**config.mk**
```make
export PLATFORM = sky130hd
export DESIGN_NAME = hazard_stall_unit_flat
export DESIGN_NICKNAME = d
export VERILOG_FILES = /design/src/rtl/pipe_pkg.sv /design/src/rtl/hazard_stall_unit_if.sv /design/src/rtl/hazard_stall_unit_sat_counter.sv /design/src/rtl/hazard_stall_unit.sv /design/src/flat_wrapper.sv
export SDC_FILE = /design/constraint.sdc
export NUM_CORES = 1
export LEC_CHECK = 0
export ABC_AREA = 0
export BUFFER_PORTS_ARGS = -buffer_cell sky130_fd_sc_hd__clkbuf_2
export CAP_MARGIN = 20
export CELL_PAD_IN_SITES_DETAIL_PLACEMENT = 1
export CELL_PAD_IN_SITES_GLOBAL_PLACEMENT = 2
export CORE_MARGIN = 2
export CORE_UTILIZATION = 36
export CTS_BUF_LIST = sky130_fd_sc_hd__clkbuf_4 sky130_fd_sc_hd__clkbuf_8
export DETAILED_ROUTE_END_ITERATION = 6
export PLACE_DENSITY = 0.88
export SETUP_SLACK_MARGIN = 0.4
export SKIP_CTS_REPAIR_TIMING = 1
export SLEW_MARGIN = 20
export SYNTH_ARGS = -nofsm -noshare
export SYNTH_HDL_FRONTEND = slang
export SYNTH_SLANG_ARGS = --single-unit
export TNS_END_PERCENT = 5
```
**constraint.sdc**
```tcl
create_clock -name clk -period 2.6 [get_ports clk]
set_clock_uncertainty 0.05 [all_clocks]
set_input_delay 0.26 -clock clk [delete_from_list [all_inputs] [get_ports clk]]
set_output_delay 0.26 -clock clk [all_outputs]
set_load 0.02 [all_outputs]
```
**src/rtl/pipe_pkg.sv**
```systemverilog
// Shared pipeline definitions: register/opcode widths, opcode map and the
// hazard interlock state type.
package pipe_pkg;

    localparam int REG_ADDR_W = 3;
    localparam int OPCODE_W   = 4;

    localparam logic [OPCODE_W-1:0] OP_ADD      = 4'b0000;
    localparam logic [OPCODE_W-1:0] OP_SUB      = 4'b0001;
    localparam logic [OPCODE_W-1:0] OP_ADDI     = 4'b1000;
    localparam logic [OPCODE_W-1:0] LOAD_OPCODE = 4'b1011;
    localparam logic [OPCODE_W-1:0] OP_SB       = 4'b1111;
    localparam logic [OPCODE_W-1:0] OP_BEQ      = 4'b0100;

    typedef enum logic [1:0] {
        RUN        = 2'd0,
        LOAD_STALL = 2'd1,
        MEM_WAIT   = 2'd2
    } hz_state_t;

endpackage

```
**src/rtl/hazard_stall_unit_if.sv**
```systemverilog
// Bundle between the pipeline datapath (master) and the hazard interlock (slave).
interface hazard_stall_unit_if
    import pipe_pkg::*;
#(
    parameter int STALL_CNT_W = 16
);
    logic [REG_ADDR_W-1:0]  id_rs;
    logic [REG_ADDR_W-1:0]  id_rt;
    logic                   id_uses_rt;
    logic [REG_ADDR_W-1:0]  idex_rd;
    logic [OPCODE_W-1:0]    idex_opcode;
    logic                   idex_reg_write;
    logic                   ex_branch_taken;
    logic                   mem_req;
    logic                   mem_ready;
    logic                   pc_write;
    logic                   ifid_write;
    logic                   ifid_flush;
    logic                   idex_write;
    logic                   idex_bubble;
    logic                   exmem_hold;
    logic                   mem_timeout;
    logic [STALL_CNT_W-1:0] stall_count;

    modport master (
        output id_rs, id_rt, id_uses_rt, idex_rd, idex_opcode, idex_reg_write,
               ex_branch_taken, mem_req, mem_ready,
        input  pc_write, ifid_write, ifid_flush, idex_write, idex_bubble,
               exmem_hold, mem_timeout, stall_count
    );

    modport slave (
        input  id_rs, id_rt, id_uses_rt, idex_rd, idex_opcode, idex_reg_write,
               ex_branch_taken, mem_req, mem_ready,
        output pc_write, ifid_write, ifid_flush, idex_write, idex_bubble,
               exmem_hold, mem_timeout, stall_count
    );
endinterface

```
**src/rtl/hazard_stall_unit_sat_counter.sv**
```systemverilog
// Saturating up-counter with enable and asynchronous active-low clear.
module sat_counter #(
    parameter int WIDTH = 16
) (
    input  logic             clk,
    input  logic             clr_n,
    input  logic             en,
    output logic [WIDTH-1:0] count
);

    // Count enabled cycles, sticking at all-ones.
    always_ff @(posedge clk or negedge clr_n) begin
        if (!clr_n) begin
            count <= '0;
        end else if (en && (count != '1)) begin
            count <= count + WIDTH'(1);
        end
    end

endmodule

```
**src/rtl/hazard_stall_unit.sv**
```systemverilog
// Pipeline interlock: load-use bubbles, taken-branch flushes and data-memory
// freezes, plus a stall-cycle counter and a memory wait timeout monitor.
module hazard_stall_unit
    import pipe_pkg::*;
#(
    parameter logic [OPCODE_W-1:0] LOAD_OPCODE = pipe_pkg::LOAD_OPCODE,
    parameter int                  MEM_TIMEOUT = 16,
    parameter int                  STALL_CNT_W = 16
) (
    input  logic               clk,
    input  logic               rst_n,
    hazard_stall_unit_if.slave hz
);

    localparam logic [7:0] WAIT_LAST = 8'(MEM_TIMEOUT - 1);

    hz_state_t              state;
    logic [7:0]             wait_cnt;
    logic                   mem_timeout_q;
    logic                   mem_stall;
    logic                   load_use;
    logic                   pc_write_c;
    logic [STALL_CNT_W-1:0] stall_cnt;

    assign mem_stall = hz.mem_req & ~hz.mem_ready;
    assign load_use  = (hz.idex_opcode == LOAD_OPCODE) & hz.idex_reg_write &
                       ((hz.idex_rd == hz.id_rs) |
                        (hz.id_uses_rt & (hz.idex_rd == hz.id_rt)));

    // Prioritised pipeline register controls, effective in the current cycle.
    always_comb begin
        pc_write_c     = 1'b1;
        hz.ifid_write  = 1'b1;
        hz.idex_write  = 1'b1;
        hz.ifid_flush  = 1'b0;
        hz.idex_bubble = 1'b0;
        hz.exmem_hold  = 1'b0;
        if (!rst_n) begin
            pc_write_c     = 1'b0;
            hz.ifid_write  = 1'b0;
            hz.idex_write  = 1'b0;
            hz.ifid_flush  = 1'b1;
            hz.idex_bubble = 1'b1;
        end else if (mem_stall) begin
            pc_write_c     = 1'b0;
            hz.ifid_write  = 1'b0;
            hz.idex_write  = 1'b0;
            hz.exmem_hold  = 1'b1;
        end else if (hz.ex_branch_taken) begin
            hz.ifid_flush  = 1'b1;
            hz.idex_bubble = 1'b1;
        end else if (load_use && (state == RUN)) begin
            pc_write_c     = 1'b0;
            hz.ifid_write  = 1'b0;
            hz.idex_bubble = 1'b1;
        end
    end

    assign hz.pc_write    = pc_write_c;
    assign hz.mem_timeout = mem_timeout_q;
    assign hz.stall_count = stall_cnt;

    // Interlock FSM with the memory wait counter and registered timeout pulse.
    always_ff @(posedge clk or negedge rst_n) begin
        if (!rst_n) begin
            state         <= RUN;
            wait_cnt      <= '0;
            mem_timeout_q <= 1'b0;
        end else begin
            mem_timeout_q <= 1'b0;
            case (state)
                RUN: begin
                    if (mem_stall) begin
                        state <= MEM_WAIT;
                    end else if (load_use && !hz.ex_branch_taken) begin
                        state <= LOAD_STALL;
                    end
                end
                LOAD_STALL: begin
                    state <= mem_stall ? MEM_WAIT : RUN;
                end
                MEM_WAIT: begin
                    if (mem_stall) begin
                        if (wait_cnt == WAIT_LAST) begin
                            wait_cnt      <= '0;
                            mem_timeout_q <= 1'b1;
                        end else begin
                            wait_cnt <= wait_cnt + 8'd1;
                        end
                    end else begin
                        state    <= RUN;
                        wait_cnt <= '0;
                    end
                end
                default: begin
                    state    <= RUN;
                    wait_cnt <= '0;
                end
            endcase
        end
    end

    sat_counter #(
        .WIDTH (STALL_CNT_W)
    ) u_stall_cnt (
        .clk   (clk),
        .clr_n (rst_n),
        .en    (~pc_write_c),
        .count (stall_cnt)
    );

endmodule

```
**src/flat_wrapper.sv**
```systemverilog
// flat-port wrapper written by rule: the top's interface ports become plain ports
module hazard_stall_unit_flat import pipe_pkg::*;
#(
    parameter logic [OPCODE_W-1:0] LOAD_OPCODE = pipe_pkg::LOAD_OPCODE,
    parameter int                  MEM_TIMEOUT = 16,
    parameter int                  STALL_CNT_W = 16
)
  (clk, rst_n, hz_id_rs, hz_id_rt, hz_id_uses_rt, hz_idex_rd, hz_idex_opcode, hz_idex_reg_write, hz_ex_branch_taken, hz_mem_req, hz_mem_ready, hz_pc_write, hz_ifid_write, hz_ifid_flush, hz_idex_write, hz_idex_bubble, hz_exmem_hold, hz_mem_timeout, hz_stall_count);
  hazard_stall_unit_if #(.STALL_CNT_W(STALL_CNT_W)) hz_i ();
  input  logic clk;
  input  logic rst_n;
  input wire logic [$bits(hz_i.id_rs)-1:0] hz_id_rs;
  input wire logic [$bits(hz_i.id_rt)-1:0] hz_id_rt;
  input wire logic [$bits(hz_i.id_uses_rt)-1:0] hz_id_uses_rt;
  input wire logic [$bits(hz_i.idex_rd)-1:0] hz_idex_rd;
  input wire logic [$bits(hz_i.idex_opcode)-1:0] hz_idex_opcode;
  input wire logic [$bits(hz_i.idex_reg_write)-1:0] hz_idex_reg_write;
  input wire logic [$bits(hz_i.ex_branch_taken)-1:0] hz_ex_branch_taken;
  input wire logic [$bits(hz_i.mem_req)-1:0] hz_mem_req;
  input wire logic [$bits(hz_i.mem_ready)-1:0] hz_mem_ready;
  output wire logic [$bits(hz_i.pc_write)-1:0] hz_pc_write;
  output wire logic [$bits(hz_i.ifid_write)-1:0] hz_ifid_write;
  output wire logic [$bits(hz_i.ifid_flush)-1:0] hz_ifid_flush;
  output wire logic [$bits(hz_i.idex_write)-1:0] hz_idex_write;
  output wire logic [$bits(hz_i.idex_bubble)-1:0] hz_idex_bubble;
  output wire logic [$bits(hz_i.exmem_hold)-1:0] hz_exmem_hold;
  output wire logic [$bits(hz_i.mem_timeout)-1:0] hz_mem_timeout;
  output wire logic [$bits(hz_i.stall_count)-1:0] hz_stall_count;
  assign hz_i.id_rs = hz_id_rs;
  assign hz_i.id_rt = hz_id_rt;
  assign hz_i.id_uses_rt = hz_id_uses_rt;
  assign hz_i.idex_rd = hz_idex_rd;
  assign hz_i.idex_opcode = hz_idex_opcode;
  assign hz_i.idex_reg_write = hz_idex_reg_write;
  assign hz_i.ex_branch_taken = hz_ex_branch_taken;
  assign hz_i.mem_req = hz_mem_req;
  assign hz_i.mem_ready = hz_mem_ready;
  assign hz_pc_write = hz_i.pc_write;
  assign hz_ifid_write = hz_i.ifid_write;
  assign hz_ifid_flush = hz_i.ifid_flush;
  assign hz_idex_write = hz_i.idex_write;
  assign hz_idex_bubble = hz_i.idex_bubble;
  assign hz_exmem_hold = hz_i.exmem_hold;
  assign hz_mem_timeout = hz_i.mem_timeout;
  assign hz_stall_count = hz_i.stall_count;
  hazard_stall_unit #(.LOAD_OPCODE(LOAD_OPCODE), .MEM_TIMEOUT(MEM_TIMEOUT), .STALL_CNT_W(STALL_CNT_W)) u_core (.clk(clk), .rst_n(rst_n), .hz(hz_i));
endmodule
```
Yosys cells after proc, flatten, opt, wreduce, memory -nomap -nowiden
Cells that the tools add are included.
Word-level totals
  flip-flop bits (word level): 27
  output and inout bits: 23
  word-level logic and storage cells: 55
Operators by class
  add/sub/neg operators: 2
  equal/unequal tests: 9
  mux-type cells: 26
  bitwise operators: 7
  reductions and logical operators: 7
Operator list (number)
  1-bit two-way mux: 18
  16-bit by 1-bit adder with 16-bit output, second input constant: 1
  8-bit two-way mux: 2
  16-bit inequality test, second input constant: 1
  8-bit one-hot mux with 2 select lines: 1
  8-bit by 1-bit adder with 8-bit output, second input constant: 1
  8-bit by 4-bit == test with 1-bit output, second input constant: 1
  2-bit two-way mux: 4
  3-bit == test: 2
  2-bit one-hot mux with 3 select lines: 1
  1-bit AND: 4
  4-bit == test, second input constant: 1
  1-bit logical AND: 3
  3-bit by 2-bit inequality test with 1-bit output, second input constant: 1
  2-bit by 1-bit == test with 1-bit output, second input constant: 1
  2-bit == test, second input constant: 1
  2-bit logical NOT: 1
  2-bit inequality test, second input constant: 1
  1-bit inverter: 2
  2-bit AND reduction: 1
  2-bit OR reduction: 1
  1-bit logical NOT: 1
  1-bit bitwise OR: 1

Logic depth before layout (Yosys ltp)
Gate-level depths: netlist of the first run.
  word-level depth: 11
  mapped depth: 7
  mapped depth without buffers: 6

Cells and area by module
From an unflattened synthesis of the first run, not the netlist that was laid out.
Unflattened totals
  cells, all modules: 139
  area, all modules: 1527.7 µm²
By module, submodules not included
  sat_counter: times used 1, cells each 72, area an instance 859.6 µm²
  hazard_stall_unit: times used 1, cells each 67, area an instance 668.1 µm²

Worst setup path after synthesis of the first run
Ideal clock, no wire load.
  path type: register -> register
  start: reg u_core.u_stall_cnt.count[0]
  end: reg u_core.u_stall_cnt.count[1]
  setup time: 0.125 ns
  arrival: 1.703 ns
  path slack: 0.722 ns
  stages on the path, launching flop included: 8
  buffers on the path: 1
  clock period less this slack: 1.878 ns
  cell sequence: dfrtp_1 -> ha_1 -> nand4_2 -> nor2_4 -> and3_1 -> buf_6 -> a21oi_4 -> mux2_4
On the way
  longest elaborated chain between the ends: 2
Ends and longest elaborated chain
  start, declared: line hazard_stall_unit_sat_counter.sv:8  | output logic [WIDTH-1:0] count
  start signal, assigned: line hazard_stall_unit_sat_counter.sv:16  | count <= count + WIDTH'(1);
  parallel branches: the longest is 2 deep, another holds 16-bit by 1-bit adder with 16-bit output
Parallel ways; which one is timed is not known.
A chain may end at the register's enable or synchronous reset.

Worst setup path in the final report of the first run
  start: in rst_n
  end: out hz_idex_write
On the way
  longest elaborated chain between the ends: 1
Ends and longest elaborated chain
  start, declared: line flat_wrapper.sv:11  | input logic rst_n;
  1-bit two-way mux: line hazard_stall_unit.sv:38  | if (!rst_n) begin
  end, declared: line flat_wrapper.sv:24  | output wire logic [$bits(hz_i.idex_write)-1:0] hz_idex_write;
Every way passes these cells.

==> metrics.json, run 1 <==
{
  "timing": {
    "setup_viol_count_final": 0,
    "clock.fmax_mhz": 486,
    "final_period_minus_worst_setup_slack_ns": 2.06,
    "rsz0062_at_grt": "no",
    "totalNegativeSetupSlack_ns": 0,
    "final-hold-violation-count": 0,
    "slew-limit-headroom": 0.620,
    "final-max-slew-violation-count": 0,
    "min_period_over_period": 0.791,
    "tightestPinTransition_ns": 0.564
  },
  "clock_network": {
    "cts_buffer_depth": 2,
    "h-tree-depth": 1,
    "clock_tree.root_cell": "sky130_fd_sc_hd__clkbuf_8",
    "cts_sinks": 27,
    "numCtsBuffers": 3,
    "clkTransAtPathRegs_ns": 0.10,
    "worstSkewPairLatency_ns": 0.28,
    "cts_tree": "yes"
  },
  "layout": {
    "finish.net_count": 218,
    "post_route_cells_drive_above_1_share": 0.374,
    "final_core_utilization": 0.447,
    "number_of_antenna_repair_diodes": 0,
    "fill_cells": 504,
    "final_area_um2": 1940,
    "layout-area-overhead-vs-synth_pct": 20.1
  },
  "critical_path": {
    "crit_arrival_ns": 1.75,
    "rr_startpoint": "u_core.u_stall_cnt.count[0]",
    "crit_end_element": "primary output",
    "ff2ff_path_depth": 6,
    "critical_path_source_type": "input port",
    "timing.critical_path.required_ns": 2.29,
    "regToRegEndpoint": "u_core.u_stall_cnt.count[1]",
    "rrSetupSlack_ns": 0.61,
    "setup.worst_path.start": "rst_n",
    "critical_path_class": "in -> out",
    "critical_path_peak_fanout": 10
  },
  "pwr": {
    "totalPowerFinal_w": 0.00129,
    "p_per_area_nw_per_um2": 663,
    "cellLeakagePower_nw": 0.863,
    "vdd_drop_max_v": 0.000293
  },
  "die": {
    "die_w_um": 71.1,
    "number_of_rows_in_the_core_area": 24,
    "floorplan.die.height_um": 71.1,
    "floorplan.io_pins": 43,
    "start_util": 0.372,
    "die_area_um2": 5050,
    "core_um2": 4350
  },
  "yosys": {
    "synth-compound-area-share": 0.168,
    "synth-seq-cells": 27,
    "yosys.area_share.simple": 0.234,
    "mappedNetlistNets": 172,
    "synth_fa_ha_area_frac": 0.0155,
    "post_synth_num_cell_types": 50,
    "yosys-mux-area-fraction": 0.0155,
    "synth_edf_count": 0,
    "synth_area_um2": 1620,
    "yosys_warnings": 0,
    "synth-async-reset-ratio": 1.00,
    "syn_inst": 150,
    "primary_ff_master_synth": "sky130_fd_sc_hd__dfrtp_1",
    "largest_family_of_logic_cells_by_synthesized_area": "simple AND/OR/NAND/NOR gates",
    "post_synth_xor_area_fraction": 0.119,
    "ys_seq_area_frac": 0.417,
    "synthesized_area_divided_by_synthesized_cell_count_um2": 10.8
  },
  "grt": {
    "grt_util_all_layers": 0.171,
    "grt_first_pass_wirelength_um": 6910,
    "overflow": 0,
    "antenna_found_initial": 0,
    "grt_pass1_vias": 1455,
    "grt_max_degree": 31
  },
  "placed_design": {
    "place_congestion": 0.794,
    "place_hpwl_um": 3030,
    "post_dp_cell_area_um2": 1880,
    "portBuffers": 42
  },
  "worst_hold_path": {
    "worstHoldStart": "hz_mem_req",
    "worst_hold_path_type": "in -> reg",
    "worstHoldEndpoint": "u_core.state[1]",
    "worstHoldPathCells": 3
  },
  "routing": {
    "vias_per_cell": 5.40,
    "drtIter0Drc": 68,
    "drc_errors": 0,
    "wire_per_inst_um": 15.7,
    "vias": 1333,
    "first_pass_iters": 4,
    "postRouteAntennaNets": 0,
    "wirelength_um": 3880
  },
  "status": {
    "outcome": "complete, no violations"
  },
  "flow_run": {
    "timing.max_cap.violations": 0
  }
}
critical path, stage by stage:
cell	delay [ns]
sky130_fd_sc_hd__dlygate4sd3_1	0.53
sky130_fd_sc_hd__clkbuf_2	0.12
sky130_fd_sc_hd__nand2_2	0.20
sky130_fd_sc_hd__clkinv_1	0.36
sky130_fd_sc_hd__clkbuf_2	0.27
cell type report:
| cell class | instances | area [µm²] | area share |
|---|---|---|---|
| Timing Repair Buffer | 44 | 228 | 0.117 |
| Sequential cell | 27 | 677 | 0.348 |
| Inverter | 7 | 26.3 | 0.0135 |
| Clock inverter | 1 | 5.00 | 0.00257 |
| Tap cell | 52 | 65.1 | 0.0335 |
| Multi-Input combinational cell | 113 | 902 | 0.464 |
| Clock buffer | 3 | 41.3 | 0.0212 |
synthesized netlist by cell type, types with 2 or more instances:
library cell                count  area share
sky130_fd_sc_hd__a211o_1        2       0.011
sky130_fd_sc_hd__o21ai_0       10       0.031
sky130_fd_sc_hd__nor2_1         5       0.012
sky130_fd_sc_hd__and3_2         2      0.0093
sky130_fd_sc_hd__nor3_2         2       0.012
sky130_fd_sc_hd__and3_1         4       0.015
sky130_fd_sc_hd__and4_4         2       0.014
sky130_fd_sc_hd__nand2_1       11       0.026
sky130_fd_sc_hd__inv_1          6       0.014
sky130_fd_sc_hd__a211oi_2       5       0.039
sky130_fd_sc_hd__o2111ai_1      2       0.011
sky130_fd_sc_hd__dfrtp_1       27        0.42
sky130_fd_sc_hd__xnor2_1       14       0.076
sky130_fd_sc_hd__ha_1           2       0.015
sky130_fd_sc_hd__xor2_1         8       0.043
sky130_fd_sc_hd__o211ai_1       4       0.019
sky130_fd_sc_hd__nand3_1        9       0.028
sky130_fd_sc_hd__o22ai_1        3       0.012
flip-flops by register name, summed over array words and instances (netlist names):
| register | flops |
|---|---|
| u_core.state | 2 |
| u_core.u_stall_cnt.count | 16 |
| u_core.hz.mem_timeout | 1 |
| u_core.wait_cnt | 8 |
report_power, final:
part | switching (W) | internal [W]
sequential | 0.000111 | 0.000499
combinational | 0.000261 | 0.000177
clock | 0.000133 | 0.000107
total | 0.000505 | 0.000783
logic make-up (layout without fill, tap and decap cells):
| logic type | after synthesis | in the layout |
|---|---|---|
| xor+xnor | 22 | 22 |
| buf+inv | 10 | 55 |
| mux | 2 | 2 |
| simple gates | 54 | 54 |
| flops | 27 | 27 |
| fa+ha+maj | 2 | 2 |
| compound gates | 33 | 33 |
layer usage:
| layer | share of wire | track usage |
|---|---|---|
| met1 | 0.42 | 0.205 |
| met2 | 0.53 | 0.316 |
| met3 | 0.036 | 0.0399 |
| met4 | 0.010 | 0.0314 |
| met5 | 0 | 0 |
metrics by stage:
step,setup WS [ns],cells,hold WS (ns)
global route,0.458,247,0.201
detailed placement,0.608,242,0.281
CTS,0.350,246,-0.0313
global placement,0.671,242,0.265
finish,0.542,247,0.197
floorplan,0.722,150,-0.0856
worst max-delay path by stage:
stage          cells after the start                     endpoint  slack [ns]
2_1_floorplan                      7  u_core.u_stall_cnt.count[1]        0.72
3_3_place_gp                       6  u_core.u_stall_cnt.count[1]        0.67
3_5_place_dp                       6  u_core.u_stall_cnt.count[1]        0.61
4_1_cts                            5                hz_ifid_write        0.35
5_1_grt                            5                hz_idex_write        0.46
6_report                           5                hz_idex_write        0.54
placed cells by master (no fill, tap or decap), types with 2 or more instances in the layout:
master	Yosys	routed
sky130_fd_sc_hd__a211o_1	2	2
sky130_fd_sc_hd__and3_1	4	4
sky130_fd_sc_hd__o22ai_1	3	3
sky130_fd_sc_hd__xor2_1	8	8
sky130_fd_sc_hd__nor3_2	2	2
sky130_fd_sc_hd__nor2_1	5	5
sky130_fd_sc_hd__dfrtp_1	27	26
sky130_fd_sc_hd__and4_4	2	2
sky130_fd_sc_hd__o2111ai_1	2	2
sky130_fd_sc_hd__ha_1	2	2
sky130_fd_sc_hd__nand2_1	11	11
sky130_fd_sc_hd__a211oi_2	5	5
sky130_fd_sc_hd__and3_2	2	2
sky130_fd_sc_hd__o211ai_1	4	4
sky130_fd_sc_hd__inv_1	6	6
sky130_fd_sc_hd__o21ai_0	10	10
sky130_fd_sc_hd__xnor2_1	14	14
sky130_fd_sc_hd__clkbuf_8	0	3
sky130_fd_sc_hd__nand3_1	9	9
sky130_fd_sc_hd__clkbuf_2	0	42
Note: power is estimated with default switching activity, not from simulation.
==> run 2, diff against run 1 <==
Settings changed: CORE_UTILIZATION 36 to 34, PLACE_DENSITY 0.88 to 0.84.
Clock period 2.6 ns to 1.9 ns, I/O delays scaled along.
==> run 2 against run 1 <==
Against the previous run:
- the flow now finishes with violations (hold timing)
- register-to-register slack got worse by 0.43 ns
- critical path depth rose by 1
- combinational power rose by 64%
- critical endpoint is now u_core.u_stall_cnt.count[1]
- critical path type is now reg -> reg
- global-route usage fell by 0.45 points
- via count rose by 3.8%
- worst setup slack got worse by 0.36 ns
- count of clock-buffer cells in the layout rose by 1
- cell count rose by 6.5%
- highest routed layer unchanged
==> metrics.json, run 2 (same netlist as run 1, synthesis figures left out) <==
{
  "status": {
    "outcome": "finished, violations left",
    "violated_checks": "hold timing"
  },
  "pwr": {
    "switching_power": {"value": 0.000741, "unit": "W", "change": "+47%"},
    "vdd_drop_max": {"value": 0.000603, "unit": "V", "change": "+110%"},
    "power_report.internal_total": {"value": 0.00118, "unit": "W", "change": "+51%"},
    "power.share.switching": {"value": 0.386, "change": "-0.00629"},
    "seq_power_share": {"value": 0.446, "change": "-0.028"},
    "p_per_area": {"value": 916, "unit": "nW/µm²", "change": "+38%"},
    "cellLeakagePower": {"value": 0.931, "unit": "nW", "change": "+7.8%"},
    "comb_power_share": {"value": 0.375, "change": "+0.035"},
    "pwr-share-clk": {"value": 0.179, "change": "-0.008"}
  },
  "routing": {
    "drc_errors": {"value": 0, "change": "unchanged"},
    "vias_per_cell": {"value": 5.26, "change": "-2.6%"},
    "wire_per_inst": {"value": 16.0, "unit": "µm", "change": "+2.0%"},
    "postRouteAntennaNets": {"value": 0, "change": "unchanged"},
    "first_pass_iters": {"value": 4, "change": "unchanged"},
    "vias": {"value": 1383, "change": "+3.8%"},
    "wirelength": {"value": 4210, "unit": "µm", "change": "+8.6%"},
    "drtIter0Drc": {"value": 23, "change": "-66%"}
  },
  "clock_network": {
    "cts_tree": "yes",
    "h-tree-depth": {"value": 1, "change": "unchanged"},
    "numCtsBuffers": {"value": 3, "change": "unchanged"},
    "clock_tree.root_cell": "sky130_fd_sc_hd__clkbuf_8",
    "cts_sinks": {"value": 27, "change": "unchanged"},
    "clkTransAtPathRegs": {"value": 0.09, "unit": "ns", "change": "about the same"},
    "cts_buffer_depth": {"value": 2, "change": "unchanged"},
    "worstSkewPairLatency": {"value": 0.27, "unit": "ns", "change": "about the same"}
  },
  "grt": {
    "antenna_found_initial": {"value": 0, "change": "unchanged"},
    "overflow": {"value": 0, "change": "unchanged"},
    "grt_pass1_vias": {"value": 1466, "change": "+0.76%"},
    "grt_max_degree": {"value": 31, "change": "unchanged"},
    "grt_first_pass_wirelength": {"value": 6940, "unit": "µm", "change": "+0.41%"},
    "grt_util_all_layers": {"value": 0.167, "change": "-0.00453"}
  },
  "die": {
    "die_w": {"value": 73.0, "unit": "µm", "change": "+2.7%"},
    "core": {"value": 4660, "unit": "µm²", "change": "+7.0%"},
    "number_of_rows_in_the_core_area": {"value": 25, "change": "+4.2%"},
    "die_area": {"value": 5330, "unit": "µm²", "change": "+5.5%"},
    "floorplan.io_pins": {"value": 43, "change": "unchanged"},
    "start_util": {"value": 0.347, "change": "-0.0245"},
    "floorplan.die.height": {"value": 73.0, "unit": "µm", "change": "+2.7%"}
  },
  "critical_path": {
    "critical_path_class": "reg -> reg",
    "critical_path_source_type": "flip-flop",
    "critical_path_peak_fanout": {"value": 8, "change": "-2"},
    "crit_arrival": {"value": 1.83, "unit": "ns", "change": "+0.08 ns"},
    "crit_end_element": "flip-flop",
    "timing.critical_path.required": {"value": 2.01, "unit": "ns", "change": "-0.28 ns"}
  },
  "timing": {
    "final-hold-violation-count": {"value": 27, "change": "+27"},
    "min_period_over_period": 0.903,
    "setup_viol_count_final": {"value": 0, "change": "unchanged"},
    "clock.fmax_mhz": 583,
    "tightestPinTransition": {"value": 0.379, "unit": "ns", "change": "-0.186 ns"},
    "whs": {"value": -0.0996, "unit": "ns", "change": "-0.297 ns"},
    "fin_ws": {"value": 0.184, "unit": "ns", "change": "-0.359 ns"},
    "rsz0062_at_grt": "yes",
    "final_period_minus_worst_setup_slack_ns": 1.72,
    "slew-limit-headroom": {"value": 0.746, "change": "+0.127"},
    "final-max-slew-violation-count": {"value": 0, "change": "unchanged"}
  },
  "placed_design": {
    "place_congestion": {"value": 0.900, "change": "+13%"},
    "post_dp_cell_area": {"value": 1940, "unit": "µm²", "change": "+3.1%"},
    "dp_slack": {"value": 0.142, "unit": "ns", "change": "-0.466 ns"},
    "place_hpwl": {"value": 3180, "unit": "µm", "change": "+4.9%"},
    "portBuffers": {"value": 42, "change": "unchanged"}
  },
  "layout": {
    "post_route_cells_drive_above_1_share": {"value": 0.464, "change": "+0.0898"},
    "number_of_antenna_repair_diodes": {"value": 0, "change": "unchanged"},
    "final_area": {"value": 2100, "unit": "µm²", "change": "+7.9%"},
    "final_cell_mix": "sky130_fd_sc_hd__clkbuf_2 (41), sky130_fd_sc_hd__dfrtp_1 (21), sky130_fd_sc_hd__buf_4 (16)",
    "largest_register": "u_core.u_stall_cnt.count",
    "reg.largest.list": "u_core.u_stall_cnt.count (16), u_core.wait_cnt (8), u_core.state (2)",
    "largest_register_ffs": {"value": 16, "change": "unchanged"},
    "layout-area-overhead-vs-synth_pct": 29.5,
    "mostFrequentLayoutCell": "sky130_fd_sc_hd__clkbuf_2",
    "finish.net_count": {"value": 232, "change": "+6.4%"}
  },
  "worst_hold_path": {
    "worst_hold_path_type": "in -> async"
  },
  "flow_run": {
    "timing.max_cap.violations": {"value": 0, "change": "unchanged"}
  }
}
[run 2: path summary, 6_finish.rpt]
kind,start,to,slack [ns],depth (start not counted)
max,u_core.u_stall_cnt.count[1],u_core.u_stall_cnt.count[1],0.18,6
min,rst_n,u_core.state[1],-0.1,2
max reg2reg,u_core.u_stall_cnt.count[1],u_core.u_stall_cnt.count[1],0.18,6
min reg2reg,u_core.u_stall_cnt.count[14],u_core.u_stall_cnt.count[14],0.45,1
max in group asynchronous,rst_n,u_core.u_stall_cnt.count[1],1.60,2
min in group clk,hz_mem_req,u_core.state[1],0.14,3
[run 2: power groups by stage]
stage          clock (W)  sequential (W)  combinational, W
2_1_floorplan          0        0.000971          0.000298
3_3_place_gp           0        0.000860          0.000625
3_5_place_dp           0        0.000873          0.000643
4_1_cts         0.000362        0.000861          0.000647
5_1_grt         0.000380        0.000876          0.000785
6_report        0.000344        0.000857          0.000720
[run 2: area by class of cell]
| cell class | count | area (µm²) |
|---|---|---|
| repair buffers | 58 | 330 |
| multi-input cells | 113 | 941 |
| fillers | 557 | 2560 |
| well taps | 54 | 67.6 |
| clock buffers | 4 | 48.8 |
| flip-flops and latches | 27 | 683 |
| inverters | 7 | 26.3 |
[run 2: per-layer routing]
metal  wire, µm  vias to the layer above  global-route usage
met5          0                        -                   0
met2       2400                       23               0.316
li1           -                      662                   -
met4         40                        0              0.0391
met1       1650                      694               0.190
met3        115                        4              0.0318
[run 2: per-stage QoR]
step                total power [W]  cells   util  hold WS (ns)  TNS (ns)
floorplan                   0.00127    150      -        -0.156         0
global placement            0.00149    247  0.416         0.198         0
detailed placement          0.00152    247  0.416         0.220         0
CTS                         0.00187    251  0.426       -0.0871    -0.241
global route                0.00204    263  0.450       -0.0837         0
finish                      0.00192    263  0.450       -0.0996         0
[run 2: critical path, stage by stage, from the launching register on]
cell,delay [ns]
sky130_fd_sc_hd__dfrtp_2,0.43
sky130_fd_sc_hd__ha_4,0.17
sky130_fd_sc_hd__nand4_4,0.12
sky130_fd_sc_hd__nor2_4,0.18
sky130_fd_sc_hd__and3_4,0.30
sky130_fd_sc_hd__a21oi_4,0.06
sky130_fd_sc_hd__mux2_4,0.30
